<file path="config.mk">
export PLATFORM = sky130hd
export DESIGN_NAME = instr_fetch_flat
export DESIGN_NICKNAME = d
export VERILOG_FILES = /design/src/rtl/proc_pkg.sv /design/src/rtl/instr_fetch_if.sv /design/src/rtl/fetch_watchdog.sv /design/src/rtl/instr_fetch.sv /design/src/flat_wrapper.sv
export SDC_FILE = /design/constraint.sdc
export NUM_CORES = 1
export LEC_CHECK = 0
export BUFFER_PORTS_ARGS = -buffer_cell sky130_fd_sc_hd__buf_2
export CORE_MARGIN = 3
export CORE_UTILIZATION = 51
export CTS_CLUSTER_DIAMETER = 200
export DETAILED_ROUTE_END_ITERATION = 10
export PLACE_DENSITY = 0.9
export REMOVE_ABC_BUFFERS = 1
export SETUP_SLACK_MARGIN = 0.02
export SLEW_MARGIN = 10
export SYNTH_ARGS = -nofsm -noshare
export SYNTH_HDL_FRONTEND = slang
export SYNTH_SLANG_ARGS = --single-unit
</file>
<file path="constraint.sdc">
create_clock -name clk -period 2.3 [get_ports clk]
set_input_delay 0.115 -clock clk [delete_from_list [all_inputs] [get_ports clk]]
set_output_delay 0.115 -clock clk [all_outputs]
set_load 0.01 [all_outputs]
</file>
<file path="src/rtl/proc_pkg.sv">
// Shared definitions for the fetch/issue stage and its controller: opcodes,
// fetch FSM state encodings and instruction-word field widths.
package proc_pkg;

    localparam int IR_W     = 9;
    localparam int OPCODE_W = 3;
    localparam int REG_W    = 3;

    typedef logic [OPCODE_W-1:0] opcode_t;

    localparam opcode_t OP_MV   = 3'b000;
    localparam opcode_t OP_MVI  = 3'b001;
    localparam opcode_t OP_ADD  = 3'b010;
    localparam opcode_t OP_SUB  = 3'b011;
    localparam opcode_t OP_HALT = 3'b111;

    typedef logic [3:0] fetch_state_t;

    localparam fetch_state_t S_IDLE      = 4'd0;
    localparam fetch_state_t S_FETCH     = 4'd1;
    localparam fetch_state_t S_LOAD      = 4'd2;
    localparam fetch_state_t S_IMM_FETCH = 4'd3;
    localparam fetch_state_t S_IMM_LOAD  = 4'd4;
    localparam fetch_state_t S_ISSUE     = 4'd5;
    localparam fetch_state_t S_WAIT      = 4'd6;
    localparam fetch_state_t S_HALT      = 4'd7;
    localparam fetch_state_t S_ERR       = 4'd8;

    // Opcode lives in the top three bits of the IIIXXXYYY word.
    function automatic opcode_t ir_opcode(input logic [IR_W-1:0] word);
        return word[IR_W-1 -: OPCODE_W];
    endfunction

endpackage

</file>
<file path="src/rtl/instr_fetch_if.sv">
// Instruction-memory bus plus the issue handshake towards the controller.
interface instr_fetch_if
    import proc_pkg::*;
#(
    parameter int ADDR_W = 8,
    parameter int DATA_W = 9
);
    logic [ADDR_W-1:0] mem_addr;
    logic              mem_rd;
    logic [DATA_W-1:0] mem_rdata;
    logic [IR_W-1:0]   IR;
    logic [DATA_W-1:0] DIN;
    logic              run;
    logic              done;

    modport master (
        output mem_addr, mem_rd, IR, DIN, run,
        input  mem_rdata, done
    );

    modport slave (
        input  mem_addr, mem_rd, IR, DIN, run,
        output mem_rdata, done
    );
endinterface

</file>
<file path="src/rtl/fetch_watchdog.sv">
// Clearable cycle counter; terminal flags the cycle whose increment would
// reach TIMEOUT, so at most TIMEOUT enabled cycles pass before it fires.
module fetch_watchdog #(
    parameter int TIMEOUT = 15
) (
    input  logic clk,
    input  logic reset,
    input  logic clear,
    input  logic enable,
    output logic terminal
);
    localparam int CNT_W = $clog2(TIMEOUT + 1);
    localparam logic [CNT_W-1:0] TC_LAST = CNT_W'(TIMEOUT - 1);
    localparam logic [CNT_W-1:0] TC_MAX  = CNT_W'(TIMEOUT);

    logic [CNT_W-1:0] count_reg;

    always_ff @(posedge clk or negedge reset) begin
        if (!reset) begin
            count_reg <= '0;
        end else if (clear) begin
            count_reg <= '0;
        end else if (enable && count_reg != TC_MAX) begin
            count_reg <= count_reg + 1'b1;
        end
    end

    assign terminal = (count_reg == TC_LAST);
endmodule

</file>
<file path="src/rtl/instr_fetch.sv">
// Fetch/issue stage: walks the PC through synchronous instruction memory,
// hands each instruction (and mvi immediate) to the controller via run/done.
module instr_fetch
    import proc_pkg::*;
#(
    parameter int ADDR_W     = 8,
    parameter int DATA_W     = 9,
    parameter int START_ADDR = 0,
    parameter int TIMEOUT    = 15
) (
    input  logic              clk,
    input  logic              reset,
    input  logic              start,
    instr_fetch_if.master     bus,
    output logic [ADDR_W-1:0] pc,
    output logic              halted,
    output logic              error
);
    localparam logic [ADDR_W-1:0] START_PC = ADDR_W'(START_ADDR);

    fetch_state_t      state_reg, state_next;
    logic [ADDR_W-1:0] pc_reg, pc_next;
    logic [IR_W-1:0]   ir_reg, ir_next;
    logic [DATA_W-1:0] din_reg, din_next;
    logic              wd_clear, wd_enable, wd_terminal;

    fetch_watchdog #(.TIMEOUT(TIMEOUT)) u_watchdog (
        .clk      (clk),
        .reset    (reset),
        .clear    (wd_clear),
        .enable   (wd_enable),
        .terminal (wd_terminal)
    );

    always_ff @(posedge clk or negedge reset) begin
        if (!reset) begin
            state_reg <= S_IDLE;
            pc_reg    <= START_PC;
            ir_reg    <= '0;
            din_reg   <= '0;
        end else begin
            state_reg <= state_next;
            pc_reg    <= pc_next;
            ir_reg    <= ir_next;
            din_reg   <= din_next;
        end
    end

    always_comb begin
        state_next = state_reg;
        pc_next    = pc_reg;
        ir_next    = ir_reg;
        din_next   = din_reg;
        wd_clear   = 1'b0;
        wd_enable  = 1'b0;
        case (state_reg)
            S_IDLE, S_HALT: begin
                if (start) begin
                    pc_next    = START_PC;
                    state_next = S_FETCH;
                end
            end
            S_FETCH: state_next = S_LOAD;
            S_LOAD: begin
                ir_next = bus.mem_rdata[IR_W-1:0];
                pc_next = pc_reg + 1'b1;
                case (ir_opcode(bus.mem_rdata[IR_W-1:0]))
                    OP_HALT: state_next = S_HALT;
                    OP_MVI:  state_next = S_IMM_FETCH;
                    default: state_next = S_ISSUE;
                endcase
            end
            S_IMM_FETCH: state_next = S_IMM_LOAD;
            S_IMM_LOAD: begin
                // PC wraps modulo 2^ADDR_W, so an immediate may come from address 0.
                din_next   = bus.mem_rdata;
                pc_next    = pc_reg + 1'b1;
                state_next = S_ISSUE;
            end
            S_ISSUE: begin
                wd_clear   = 1'b1;
                state_next = S_WAIT;
            end
            S_WAIT: begin
                // done takes priority over an expiring watchdog in the same cycle.
                if (bus.done) begin
                    state_next = S_FETCH;
                end else begin
                    wd_enable = 1'b1;
                    if (wd_terminal) begin
                        state_next = S_ERR;
                    end
                end
            end
            S_ERR:   state_next = S_ERR;
            default: state_next = S_IDLE;
        endcase
    end

    assign bus.mem_addr = pc_reg;
    assign bus.mem_rd   = (state_reg == S_FETCH) || (state_reg == S_IMM_FETCH);
    assign bus.run      = (state_reg == S_ISSUE);
    assign bus.IR       = ir_reg;
    assign bus.DIN      = din_reg;
    assign pc           = pc_reg;
    assign halted       = (state_reg == S_HALT);
    assign error        = (state_reg == S_ERR);
endmodule
</file>
<file path="src/flat_wrapper.sv">
// flat-port wrapper written by rule: the top's interface ports become plain ports
module instr_fetch_flat import proc_pkg::*;
#(
    parameter int ADDR_W     = 8,
    parameter int DATA_W     = 9,
    parameter int START_ADDR = 0,
    parameter int TIMEOUT    = 15
)
  (clk, reset, start, pc, halted, error, bus_mem_addr, bus_mem_rd, bus_IR, bus_DIN, bus_run, bus_mem_rdata, bus_done);
  instr_fetch_if #(.ADDR_W(ADDR_W), .DATA_W(DATA_W)) bus_i ();
  input  logic clk;
  input  logic reset;
  input  logic start;
  output logic [ADDR_W-1:0] pc;
  output logic halted;
  output logic error;
  output wire logic [$bits(bus_i.mem_addr)-1:0] bus_mem_addr;
  output wire logic [$bits(bus_i.mem_rd)-1:0] bus_mem_rd;
  output wire logic [$bits(bus_i.IR)-1:0] bus_IR;
  output wire logic [$bits(bus_i.DIN)-1:0] bus_DIN;
  output wire logic [$bits(bus_i.run)-1:0] bus_run;
  input wire logic [$bits(bus_i.mem_rdata)-1:0] bus_mem_rdata;
  input wire logic [$bits(bus_i.done)-1:0] bus_done;
  assign bus_mem_addr = bus_i.mem_addr;
  assign bus_mem_rd = bus_i.mem_rd;
  assign bus_IR = bus_i.IR;
  assign bus_DIN = bus_i.DIN;
  assign bus_run = bus_i.run;
  assign bus_i.mem_rdata = bus_mem_rdata;
  assign bus_i.done = bus_done;
  instr_fetch #(.ADDR_W(ADDR_W), .DATA_W(DATA_W), .START_ADDR(START_ADDR), .TIMEOUT(TIMEOUT)) u_core (.clk(clk), .reset(reset), .start(start), .bus(bus_i), .pc(pc), .halted(halted), .error(error));
endmodule
</file>
# Word-level counts from Yosys, hierarchy flattened

Cells that the tools add are included.
Widths: inputs -> output; s select.

Bits in registers: 34
Input port bits: 13
Output and inout bits: 38
Word-level logic and storage cells: 42

Add/subtract/negate cells: 2
Equal/unequal tests: 14
Multiplexer cells: 12
Reduce and logical (&&, ||, !) cells: 9

Operator list:

| cell                | count |
|---|---|
| $pmux 4 s8          | 1 |
| $mux 4              | 5 |
| $eq 4x3->1 const B  | 4 |
| $pmux 8 s2          | 1 |
| $add 8x1->8 const B | 1 |
| $eq 4x2->1 const B  | 2 |
| $eq 4x4->1 const B  | 2 |
| $mux 8              | 1 |
| $pmux 3 s2          | 1 |
| $add 4x1->4 const B | 1 |
| $eq 4x1->1 const B  | 1 |
| $logic_not 4->1     | 1 |
| $ne 4x4->1 const B  | 1 |
| $reduce_and 2->1    | 2 |
| $reduce_bool 2->1   | 2 |
| $reduce_or 2->1     | 2 |
| $eq 3x1->1 const B  | 1 |
| $eq 3x3->1 const B  | 1 |
| $mux 1              | 3 |
| $ne 3x3->1 const B  | 1 |
| $ne 2x2->1 const B  | 1 |
| $logic_and 1x1->1   | 1 |
| $logic_or 1x1->1    | 1 |

# Depth between registers and ports, before layout

Gate-level depths: netlist of the first run.

Depth after elaboration: 5
Mapped depth: 6
Gate-level depth less buffers: 5

# Hierarchy

A second synthesis of the first run with hierarchy kept.

Cells, all modules: 154
Area, all modules: 1722.9 µm²

By module, submodules not included:

| module         | times used | cells each | area an instance (µm²) | seq. area each (µm²) |
|---|---|---|---|---|
| instr_fetch    | 1          | 131        | 1471.4                 | 750.7 |
| fetch_watchdog | 1          | 23         | 251.5                  | 100.1 |

# Worst setup path before layout of the first run

No wires, ideal clock.

Path type: register -> register
Start point: reg u_core.state_reg[0]
End point: reg u_core.pc_reg[2], in the netlist u_core.bus.mem_addr[2]
Library setup time: 82 ps
Arrival: 1501 ps
Required time: 2218 ps
Setup slack: 717 ps
Stages on the path, launching flop included: 6
Buffers on the path: 1
Period minus slack after synthesis: 1583 ps
Cells stage by stage: dfrtp_1 -> buf_6 -> or4_4 -> and2_4 -> or2_1 -> a31oi_1

Cells in the longest elaborated chain, start to end: 4
Elaborated cells between the ends (all ways): 10
Classes of those cells: eq/ne (4); mux (1); reduce/logical (5)

RTL lines:

| item                                                             | line              | source |
|---|---|---|
| start, declared                                                  | instr_fetch.sv:21 | `fetch_state_t state_reg, state_next;` |
| start signal, assigned                                           | instr_fetch.sv:42 | `state_reg <= state_next;` |
| $eq 4x3->1, or another cell as far along                         | instr_fetch.sv:56 | `case (state_reg)` |
| $reduce_or 2->1 (on tied branches)                               | n/a               |  |
| $ne 2x2->1 (no line) / $reduce_bool 2->1 (equally long branches) | n/a               |  |
| $reduce_and 2->1 (no line)                                       | n/a               |  |
| end signal, assigned                                             | instr_fetch.sv:43 | `pc_reg <= pc_next;` |
| end, declared                                                    | instr_fetch.sv:22 | `logic [ADDR_W-1:0] pc_reg, pc_next;` |

Several ways; a longest one is shown, not always the timed one.
A chain may end at the register's enable or synchronous reset.

# Worst setup path after layout of the first run

Start point: reg u_core.state_reg[1]
End point: reg u_core.ir_reg[3], in the netlist u_core.bus.IR[3]

Cells in the longest elaborated chain, start to end: 1

RTL lines:

| item                 | line              | source |
|---|---|---|
| $eq 4x2->1           | instr_fetch.sv:56 |  |
| end signal, assigned | instr_fetch.sv:44 | `ir_reg <= ir_next;` |
| end, declared        | instr_fetch.sv:23 | `logic [IR_W-1:0] ir_reg, ir_next;` |

No other way between the ends.

==> results of run 1 <==
## logic make-up (layout without fill, tap and decap cells)
| logic type | after synthesis | in the layout | synth area share, % |
|---|---|---|---|
| AOI/OAI and AO/OA | 33 | 33 | 12.4 |
| xor gates and xnor gates | 4 | 4 | 2.00 |
| adders and majority gates | 3 | 3 | 2.15 |
| buffers and inverters | 20 | 67 | 6.79 |
| DFF | 34 | 34 | 48.6 |
| muxes | 19 | 19 | 12.2 |
| and+or+nand+nor | 42 | 42 | 15.9 |
## cells in the mapped netlist (all sizes together), types with 2 or more instances
master	count	area, um^2
dfrtp	34	851
mux2	18	203
buf	13	92.6
o21ai	11	55.1
a21oi	7	35.0
inv	6	22.5
nor2	6	25.0
nor3	6	41.3
nand2	5	18.8
and3	4	25.0
ha	3	37.5
xnor2	3	26.3
a21o	2	15.0
a311oi	2	17.5
a31oi	2	12.5
nand2b	2	12.5
nand3	2	10.0
nand4	2	12.5
nor2b	2	12.5
nor3b	2	15.0
or3	2	12.5
## area by class of cell
class | instances | area (um^2)
repair buffers | 53 | 280
clock inverters | 1 | 30.0
inverters | 6 | 22.5
fillers | 262 | 1090
clock buffers | 7 | 45.0
multi-input cells | 101 | 779
well taps | 44 | 55.1
flip-flops and latches | 34 | 851
## routing by layer
metal,wire length (um),track usage [%],up-vias
met2,1590,28.6,69
met4,60,10.3,0
li1,-,-,651
met5,0,0,-
met1,1470,22.0,643
met3,313,4.51,6
## worst max-delay path, stage by stage, from the launching register on
cell and delay (ns):
dfrtp_1 0.62, inv_2 0.14, nor4_4 0.65, mux2_2 0.41
## through the flow
| step | hold slack, ns | total power [W] | cell area (um^2) | std cells | setup WS, ns |
|---|---|---|---|---|---|
| floorplan | -0.181 | 0.00186 | 1650 | 141 | 0.624 |
| global placement | 0.222 | 0.00224 | 1960 | 235 | 0.412 |
| detailed placement | 0.215 | 0.00229 | 1960 | 235 | 0.382 |
| CTS | 0.00709 | 0.00273 | 2060 | 246 | 0.352 |
| global route | 0.00533 | 0.00292 | 2060 | 246 | 0.258 |
| finish | 0.0247 | 0.00270 | 2060 | 246 | 0.367 |
## worst min path at each step
stage | cells past startpoint | to
3_5_place_dp | 1 | u_core.bus.mem_addr[2]$_DFFE_PN0P_
6_report | 2 | u_core.bus.DIN[1]$_DFFE_PN0P_
3_3_place_gp | 1 | u_core.u_watchdog.count_reg[2]$_DFFE_PN0P_
4_1_cts | 2 | u_core.bus.DIN[1]$_DFFE_PN0P_
2_1_floorplan | 0 | u_core.bus.DIN[0]$_DFFE_PN0P_
5_1_grt | 2 | u_core.bus.IR[1]$_DFFE_PN0P_
## power breakdown
part	internal (W)	switching [W]
clock network	0.000230	0.000198
registers	0.000833	0.000261
logic	0.000591	0.000591
total	0.00165	0.00105
==> metrics.md, run 1 <==
| Metric | Value |
|---|---|
| CTS Buf Count | 5 |
| Routed Antenna Nets | 0 |
| Final nets | about 220 |
| # DRC | 0 |
| Most frequent cells in the layout | 50 x buf_2, 34 x dfrtp_1, 17 x mux2_2 |
| R2R Path End | u_core.bus.IR[3]$_DFFE_PN0P_ |
| CP arrival | roughly 2.2 ns |
| Worst slew pin tran | 0.728 ns |
| Avg WL per Cell | 14.0 um |
| Sink Count | 34 |
| Post-CTS Resized | 0 |
| Core footprint | around 3200 um^2 |
| First drt pass iteration count | 4 |
| DR iter-0 viols | slightly above 90 |
| Leakage | ~1 nW |
| Die area | 4170 um^2 |
| Syn Std Cell Area | about 1700 um^2 |
| Outcome | completed |
| Critical Setup Path Class | flip-flop to flip-flop |
| HPWL Detailed | ~2400 um |
| Worst Reg-to-Reg Cells | 3 |
| Clock slew at reported path FFs | ~0.10 ns |
| Final Critical Period | approximately 1.9 ns |
| RSZ-0062 raised after global routing | false |
| Crit Path Max Fanout | 11 |
| Via count | ~1400 |
| IO Port Bufs | 50 |
| Final Hold Fails | 0 |
| WP data required | around 2.5 ns |
| Critical Path Start | u_core.state_reg[1]$_DFFE_PN0P_ |
| TritonCTS clock tree | yes |
| Total grt overflow | 0 |
| Avg Synthesized Cell Area | ~11 um^2 |
| CTS H-tree lvls | 2 |
| Pin count of the biggest net entering global routing | 35 |
| Total Routing Usage GR | 17.9% |
| DIE HEIGHT | around 65 um |
| Die X | 64.6 um |
| Worst setup endpoint | u_core.bus.IR[3]$_DFFE_PN0P_ |
| Worst reg2reg path startpoint | u_core.state_reg[1]$_DFFE_PN0P_ |
| Initial Util | roughly 55% |
| P per Cell Area | roughly 1300 nW/um^2 |
| R2r setup slk | approximately 0.37 ns |
| Post-Syn Instances | about 160 |
| Cell row count | 20 |
| Vias per cell | roughly 5.6 |
| Most common cell after layout, fill and taps aside | buf_2 |
| Syn. warnings | 0 |
| Count of pins over their slew limit | 0 |
| Post-synth EDFFs | 0 |
| Layout cell share with drive strength beyond 1 | about 40% |
| First-pass GRT wire length | between 5000 and 6000 um |
| Routability cong. | roughly 0.85 |
| Hold Path Class | input port to flip-flop |
| Post-synth ARST share | 100% |
| Cts hold-fix bufs | 3 |
| Clock buffer depth | 2 |
| Relative slew slack | roughly half |
| Final setup violation count | 0 |
| Clock Latency Late Sink | roughly 0.34 ns |
| Seq cells post-synth | 34 |
| Max Freq | between 500 and 600 MHz |
| MaxCap Viol Count | 0 |
| Tcrit/Tclk final | a little over four fifths |
| N_diodes | 0 |
| Post-synthesis sequential area ratio | between 40% and 50% |
| Setup Skew | roughly 0.0093 ns |
| Count of cell types in the netlist | slightly below 50 |
| Top FF cell, synth | dfrtp_1 |
| Synth-to-Final Area Change | 18.0% |
| CP endpoint kind | flip-flop |
| Postcts setup bufs | 0 |
| Final core occ | approximately two thirds |
| Hold path startpoint | bus_mem_rdata[1] |
| I/O pins | 51 |
| Root buffer cell | clkbuf_4 |
| Post-route setup TNS | 0 ns |
| Maximum vdd ir drop | ~0.72 mV |
| Routed wire length | 3430 um |
| Startpoint types | flip-flop |
| Vias in the first global route | between 1000 and 1500 |
| Initial antenna violation count | 0 |
No activity file was read; power rests on OpenSTA's default activity.
==> run 2, diff against run 1 <==
- CORE_UTILIZATION: 51 -> 46
- PLACE_DENSITY: 0.9 -> 0.86
- clock period: 2.3 -> 1.6 ns (I/O delays scaled with it)
==> run 2 against run 1 <==
Cell area is 11% higher. First-iteration DRC count fell by 43%. Sequential share of layout area decreased by 4.1 points. Flip-flop and latch count unchanged. Global-route usage rose by 0.81 points. Clock power rose by 130%. Routed wire length increased by 4.9%. Largest power group unchanged.
==> metrics.md, run 2 (synthesized netlist as in run 1, its figures left out) <==
| Metric | Value |
|---|---|
| Layout cell share with drive strength beyond 1 | 48.8% |
| First-pass GRT wire length | approximately 6400 um |
| I/O pins | between 50 and 60 |
| Routed Antenna Nets | 0 |
| Maximum vdd ir drop | about 1.0 mV |
| Initial antenna violation count | 0 |
| Final Hold Fails | 0 |
| CP arrival | roughly 1.8 ns |
| Final std cells w/o fill | between 200 and 300 |
| Initial Util | roughly half |
| P per Cell Area | about 2000 nW/um^2 |
| Hold Path Class | input port to flip-flop |
| Routability cong. | 0.828 |
| Sink Count | 34 |
| Outcome | completed |
| Final setup violation count | 0 |
| MaxCap Viol Count | 0 |
| CP endpoint kind | flip-flop |
| DIE HEIGHT | between 60 and 70 um |
| Count of pins over their slew limit | 0 |
| IO Port Bufs | 50 |
| HPWL Detailed | 2690 um |
| Die X | 67.7 um |
| Power Total | between 0.004 and 0.005 W |
| CTS H-tree lvls | 2 |
| First drt pass iteration count | 4 |
| Multi-input logic area | roughly 800 um^2 |
| Postcts setup bufs | 0 |
| Clock slew at reported path FFs | 0.07 ns |
| Synth-to-Final Area Change | 31.1% |
| Most common cell after layout, fill and taps aside | buf_2 |
| RSZ-0062 raised after global routing | true |
| Pin count of the biggest net entering global routing | 35 |
| Crit Path Max Fanout | 3 |
| Startpoint types | flip-flop |
| Worst slew pin tran | 0.746 ns |
| Routed wire length | ~3600 um |
| Via count | around 1400 |
| Die area | roughly 4600 um^2 |
| Root buffer cell | clkbuf_8 |
| Total Routing Usage GR | a little under a fifth |
| # DRC | 0 |
| Dpl cells | around 250 |
| WP data required | ~1.8 ns |
| Clock Latency Late Sink | approximately 0.29 ns |
| Register area | approximately 850 um^2 |
| Filler Cell Count | 270 |
| Critical Setup Path Class | flip-flop to flip-flop |
| Final Critical Period | between 1.5 and 2 ns |
| Vias in the first global route | around 1400 |
| Avg WL per Cell | 13.7 um |
| Max Freq | approximately 640 MHz |
| DR iter-0 viols | 52 |
| N_diodes | 0 |
| Most frequent cells in the layout | 50 x buf_2, 33 x dfrtp_1, 17 x mux2_2 |
| Core footprint | approximately 3500 um^2 |
| Leakage | roughly 1.1 nW |
| Setup Skew | between 0.007 and 0.008 ns |
| Cell row count | 21 |
| CTS Buf Count | 5 |
| Vias per cell | roughly 5.3 |
| Clock buffer depth | 2 |
| Relative slew slack | around half |
| TritonCTS clock tree | yes |
| Total grt overflow | 0 |
| Final nets | between 200 and 250 |
| Tcrit/Tclk final | a little over nine tenths |
==> run 2: cell count changes in the layout (fill, tap and decap cells not counted), sizes merged <==
cell	before	now
dlygate4sd3	3	1
bufinv	1	2
buf	50	67
clkbuf	7	6
==> run 2: stage by stage <==
step           hold slack (ns)  util [%]  setup WS [ns]  setup TNS, ns  cell area (um^2)
5_1_grt                 0.0303      65.6        -0.0384        -0.0636              2290
3_3_place_gp             0.197      60.5         0.0467              0              2110
3_5_place_dp             0.194      60.5        0.00550              0              2110
2_1_floorplan           -0.216         -        -0.0764         -0.613              1650
4_1_cts                 0.0197      64.9         0.0208              0              2270
6_report                0.0315      65.6         0.0332              0              2290
==> run 2: area by class of cell <==
cell class                      instances  area share, %
Clock buffer                            6           3.60
Inverter                                6          0.982
Sequential cell                        34           37.2
Timing Repair Buffer                   68           18.2
Tap cell                               46           2.51
Clock inverter                          2           2.62
Multi-Input combinational cell        101           35.0
==> run 2: report_power, final <==
| part | internal (W) | switching, W | total [W] | leakage [nW] |
|---|---|---|---|---|
| combinational | 0.00114 | 0.00109 | 0.00223 | 0.639 |
| clock | 0.000664 | 0.000316 | 0.000980 | 0.0714 |
| sequential | 0.00121 | 0.000215 | 0.00142 | 0.424 |
| total | 0.00301 | 0.00162 | 0.00463 | 1.13 |
==> run 2: final timing paths <==
kind / from / endpoint / slack (ns) / cells after the start
setup reg to reg: u_core.state_reg[1]$_DFFE_PN0P_ / u_core.bus.mem_addr[4]$_DFFE_PN0P_ / 0.03 / 4
max in group asynchronous: reset / u_core.state_reg[2]$_DFFE_PN0P_ / 0.70 / 2
hold reg to reg: u_core.bus.IR[8]$_DFFE_PN0P_ / u_core.bus.IR[8]$_DFFE_PN0P_ / 0.49 / 1
min in group asynchronous: reset / u_core.state_reg[2]$_DFFE_PN0P_ / 0.39 / 2
setup / recovery: u_core.state_reg[1]$_DFFE_PN0P_ / u_core.bus.mem_addr[4]$_DFFE_PN0P_ / 0.03 / 4
hold / removal: bus_mem_rdata[1] / u_core.bus.DIN[1]$_DFFE_PN0P_ / 0.03 / 2
==> run 2: worst max-delay path, cell delays in order (launching register included) <==
cell and delay, ns:
dfrtp_1 0.41, or4_4 0.54, and2_4 0.17, or2_1 0.21
a31oi_1 0.14
==> run 2: timing repair <==
item                                   CTS  global route
endpoints found under the hold margin   34             0
pin swaps                                1             2
setup endpoints to repair                2            23
gates resized for setup                  1             8
hold buffers                             1             0
==> run 2: per-layer routing <==
metal  up-vias  GRT usage [%]  routed length, um
met3         7           6.66                333
met5         -              0                  0
met1       648           22.9               1590
met2        54           30.0               1610
met4         0           7.59                 67
li1        683              -                  -
==> run 3, diff against run 2 <==
- CORE_UTILIZATION: 46 -> 51
- PLACE_DENSITY: 0.86 -> 0.9
- clock period: 1.6 -> 1.5 ns (I/O delays scaled with it)
==> run 3 against run 2 <==
The run now ends with negative setup slack left. Core utilization rose by 17 points. Flip-flop and latch count is the same. First-iteration DRC count is 75% higher. Clock-buffer cell count is the same. Largest power group unchanged.
==> metrics.md, run 3 (synthesized netlist as in run 1, its figures left out) <==
| Metric | Value |
|---|---|
| Die X | around 65 um |
| RSZ-0062 raised after global routing | true |
| Register area | ~850 um^2 |
| Failing checks | negative setup slack |
| Met3 usage | approximately 6.8% |
| Final Hold Fails | 0 |
| Routed Antenna Nets | 0 |
| Root buffer cell | clkbuf_4 |
| First-pass GRT wire length | approximately 7300 um |
| Hold path startpoint | bus_mem_rdata[6] |
| Final core occ | 82.2% |
| GRT busiest layer | met2 |
| Pin count of the biggest net entering global routing | 35 |
| Multi-input logic area | between 900 and 1000 um^2 |
| Critical Path Start | u_core.state_reg[2]$_DFFE_PN0P_ |
| Via count | between 1500 and 2000 |
| Maximum vdd ir drop | 1.28 mV |
| Startpoint types | flip-flop |
| Clock Latency Late Sink | 0.37 ns |
| Critical Setup Path Class | flip-flop to flip-flop |
| Crit Path Max Fanout | 5 |
| Count of pins over their slew limit | 0 |
| Initial antenna violation count | 0 |
| Die area | 4170 um^2 |
| PnR worst setup slack | -0.105 ns |
| Dpl cells | roughly 260 |
| CTS H-tree lvls | 2 |
| DR iter-0 viols | just over 90 |
| MaxCap Viol Count | 0 |
| Cell row count | 20 |
| CP arrival | about 1.9 ns |
| First drt pass iteration count | 4 |
| R2R Path End | u_core.bus.mem_addr[7]$_DFFE_PN0P_ |
| Avg WL per Cell | roughly 16 um |
| WHS Path Cells | 2 |
| Routability cong. | 0.817 |
| Most common cell after layout, fill and taps aside | buf_2 |
| Final nets | roughly 250 |
| Total grt overflow | 0 |
| Setup Skew | ~0.010 ns |
| Worst reg2reg path startpoint | u_core.state_reg[2]$_DFFE_PN0P_ |
| Filler Cell Count | 175 |
| Vias in the first global route | ~1500 |
| Clock buffer depth | 2 |
| Most frequent cells in the layout | 48 x buf_2, 31 x dfrtp_1, 22 x buf_4 |
| I/O pins | 51 |
| DP Area | ~2200 um^2 |
| Outcome | finished, violations left |
| Finished layout cell area | between 2000 and 3000 um^2 |
| R2r setup slk | -0.10 ns |
| Leakage | between 1 and 1.5 nW |
| Worst slew pin tran | between 0.4 and 0.5 ns |
| Routed wire length | 4630 um |
| Hold Path Class | input port to flip-flop |
| Worst Reg-to-Reg Cells | 5 |
| DIE HEIGHT | approximately 65 um |
| CTS Buf Count | 5 |
| Core footprint | between 3000 and 4000 um^2 |
| Relative slew slack | a little under three quarters |
| Sink Count | 34 |
| WP data required | around 1.8 ns |
| TritonCTS clock tree | yes |
| Total Routing Usage GR | between 20% and 30% |
| IO Port Bufs | 50 |
| Met1 usage | 27.6% |
| # DRC | 0 |
| Met2 GRT Util | 39.4% |
| Final std cells w/o fill | 281 |
| Vias per cell | 5.58 |
| Final setup violation count | 22 |
| CP endpoint kind | flip-flop |
| Tcrit/Tclk final | 107% |
| Synth-to-Final Area Change | 48.1% |
| Layout cell share with drive strength beyond 1 | a little under three fifths |
| P per Cell Area | roughly 2200 nW/um^2 |
| Clock slew at reported path FFs | between 0.1 and 0.15 ns |
| Hold worst-path end | u_core.bus.IR[6]$_DFFE_PN0P_ |
| Max Freq | 623 MHz |
| HPWL Detailed | about 2900 um |
| Initial Util | a little under three fifths |
| N_diodes | 0 |
| Final Critical Period | around 1.6 ns |
==> run 3: changes by cell type in the layout (fill, tap and decap cells not counted), sizes merged <==
cell         delta
buf            +14
dlygate4sd3     +6
==> run 3: how the worst max path moves through the flow <==
stage	slack (ns)	to	cells after the start
after floorplan	-0.18	u_core.bus.mem_addr[2]$_DFFE_PN0P_	4
after global placement	-0.07	u_core.bus.mem_addr[4]$_DFFE_PN0P_	4
after detailed placement	-0.11	u_core.bus.mem_addr[4]$_DFFE_PN0P_	4
after CTS	-0.08	u_core.bus.mem_addr[4]$_DFFE_PN0P_	4
after global routing	-0.14	u_core.bus.mem_addr[2]$_DFFE_PN0P_	4
final	-0.10	u_core.bus.mem_addr[7]$_DFFE_PN0P_	5
==> run 3: where the power goes <==
| group | internal [W] | switching (W) | total, W |
|---|---|---|---|
| clock network | 0.000564 | 0.000344 | 0.000908 |
| registers | 0.00129 | 0.000251 | 0.00154 |
| logic | 0.00170 | 0.00144 | 0.00314 |
| total | 0.00355 | 0.00203 | 0.00558 |
==> run 3: cell type report <==
cell class                 count  share of cell area [%]
inverter                       6                   0.869
clock buffer                   6                    1.98
timing repair buffer          88                    23.8
tap                           44                    2.12
multi-input combinational    101                    35.9
clock inverter                 2                    2.32
sequential                    34                    33.0
==> run 3: per-layer routing <==
layer / wire [um] / vias to the layer above
li1: - / 720
met1: 1890 / 747
met2: 2270 / 83
met3: 335 / 17
met4: 124 / 0
met5: 0 / -
==> run 3: repair_timing <==
action / CTS / global route
resized for setup: 30 / 20
endpoints found under the setup margin: 32 / 35
endpoints found under the hold margin: 46 / 0
buffers inserted: 1 / 6
pin swaps: 6 / 4
cloned: 0 / 0
hold buffers: 7 / 0
==> run 3: critical path: stages (launching register included) <==
cell     delay (ns)
dfrtp_2        0.46
buf_4          0.16
xnor2_4        0.12
or3_4          0.37
or3_1          0.34
o21ai_1        0.09
==> run 3: metrics by stage <==
stage	worst slack, ns	TNS [ns]	hold WS (ns)	power [W]
floorplan	-0.176	-2.88	-0.221	0.00285
global placement	-0.0701	-0.366	0.130	0.00387
detailed placement	-0.110	-0.795	0.127	0.00397
CTS	-0.0829	-0.520	0.00489	0.00518
global route	-0.139	-2.63	0.00776	0.00593
finish	-0.105	-0.799	0.00200	0.00558
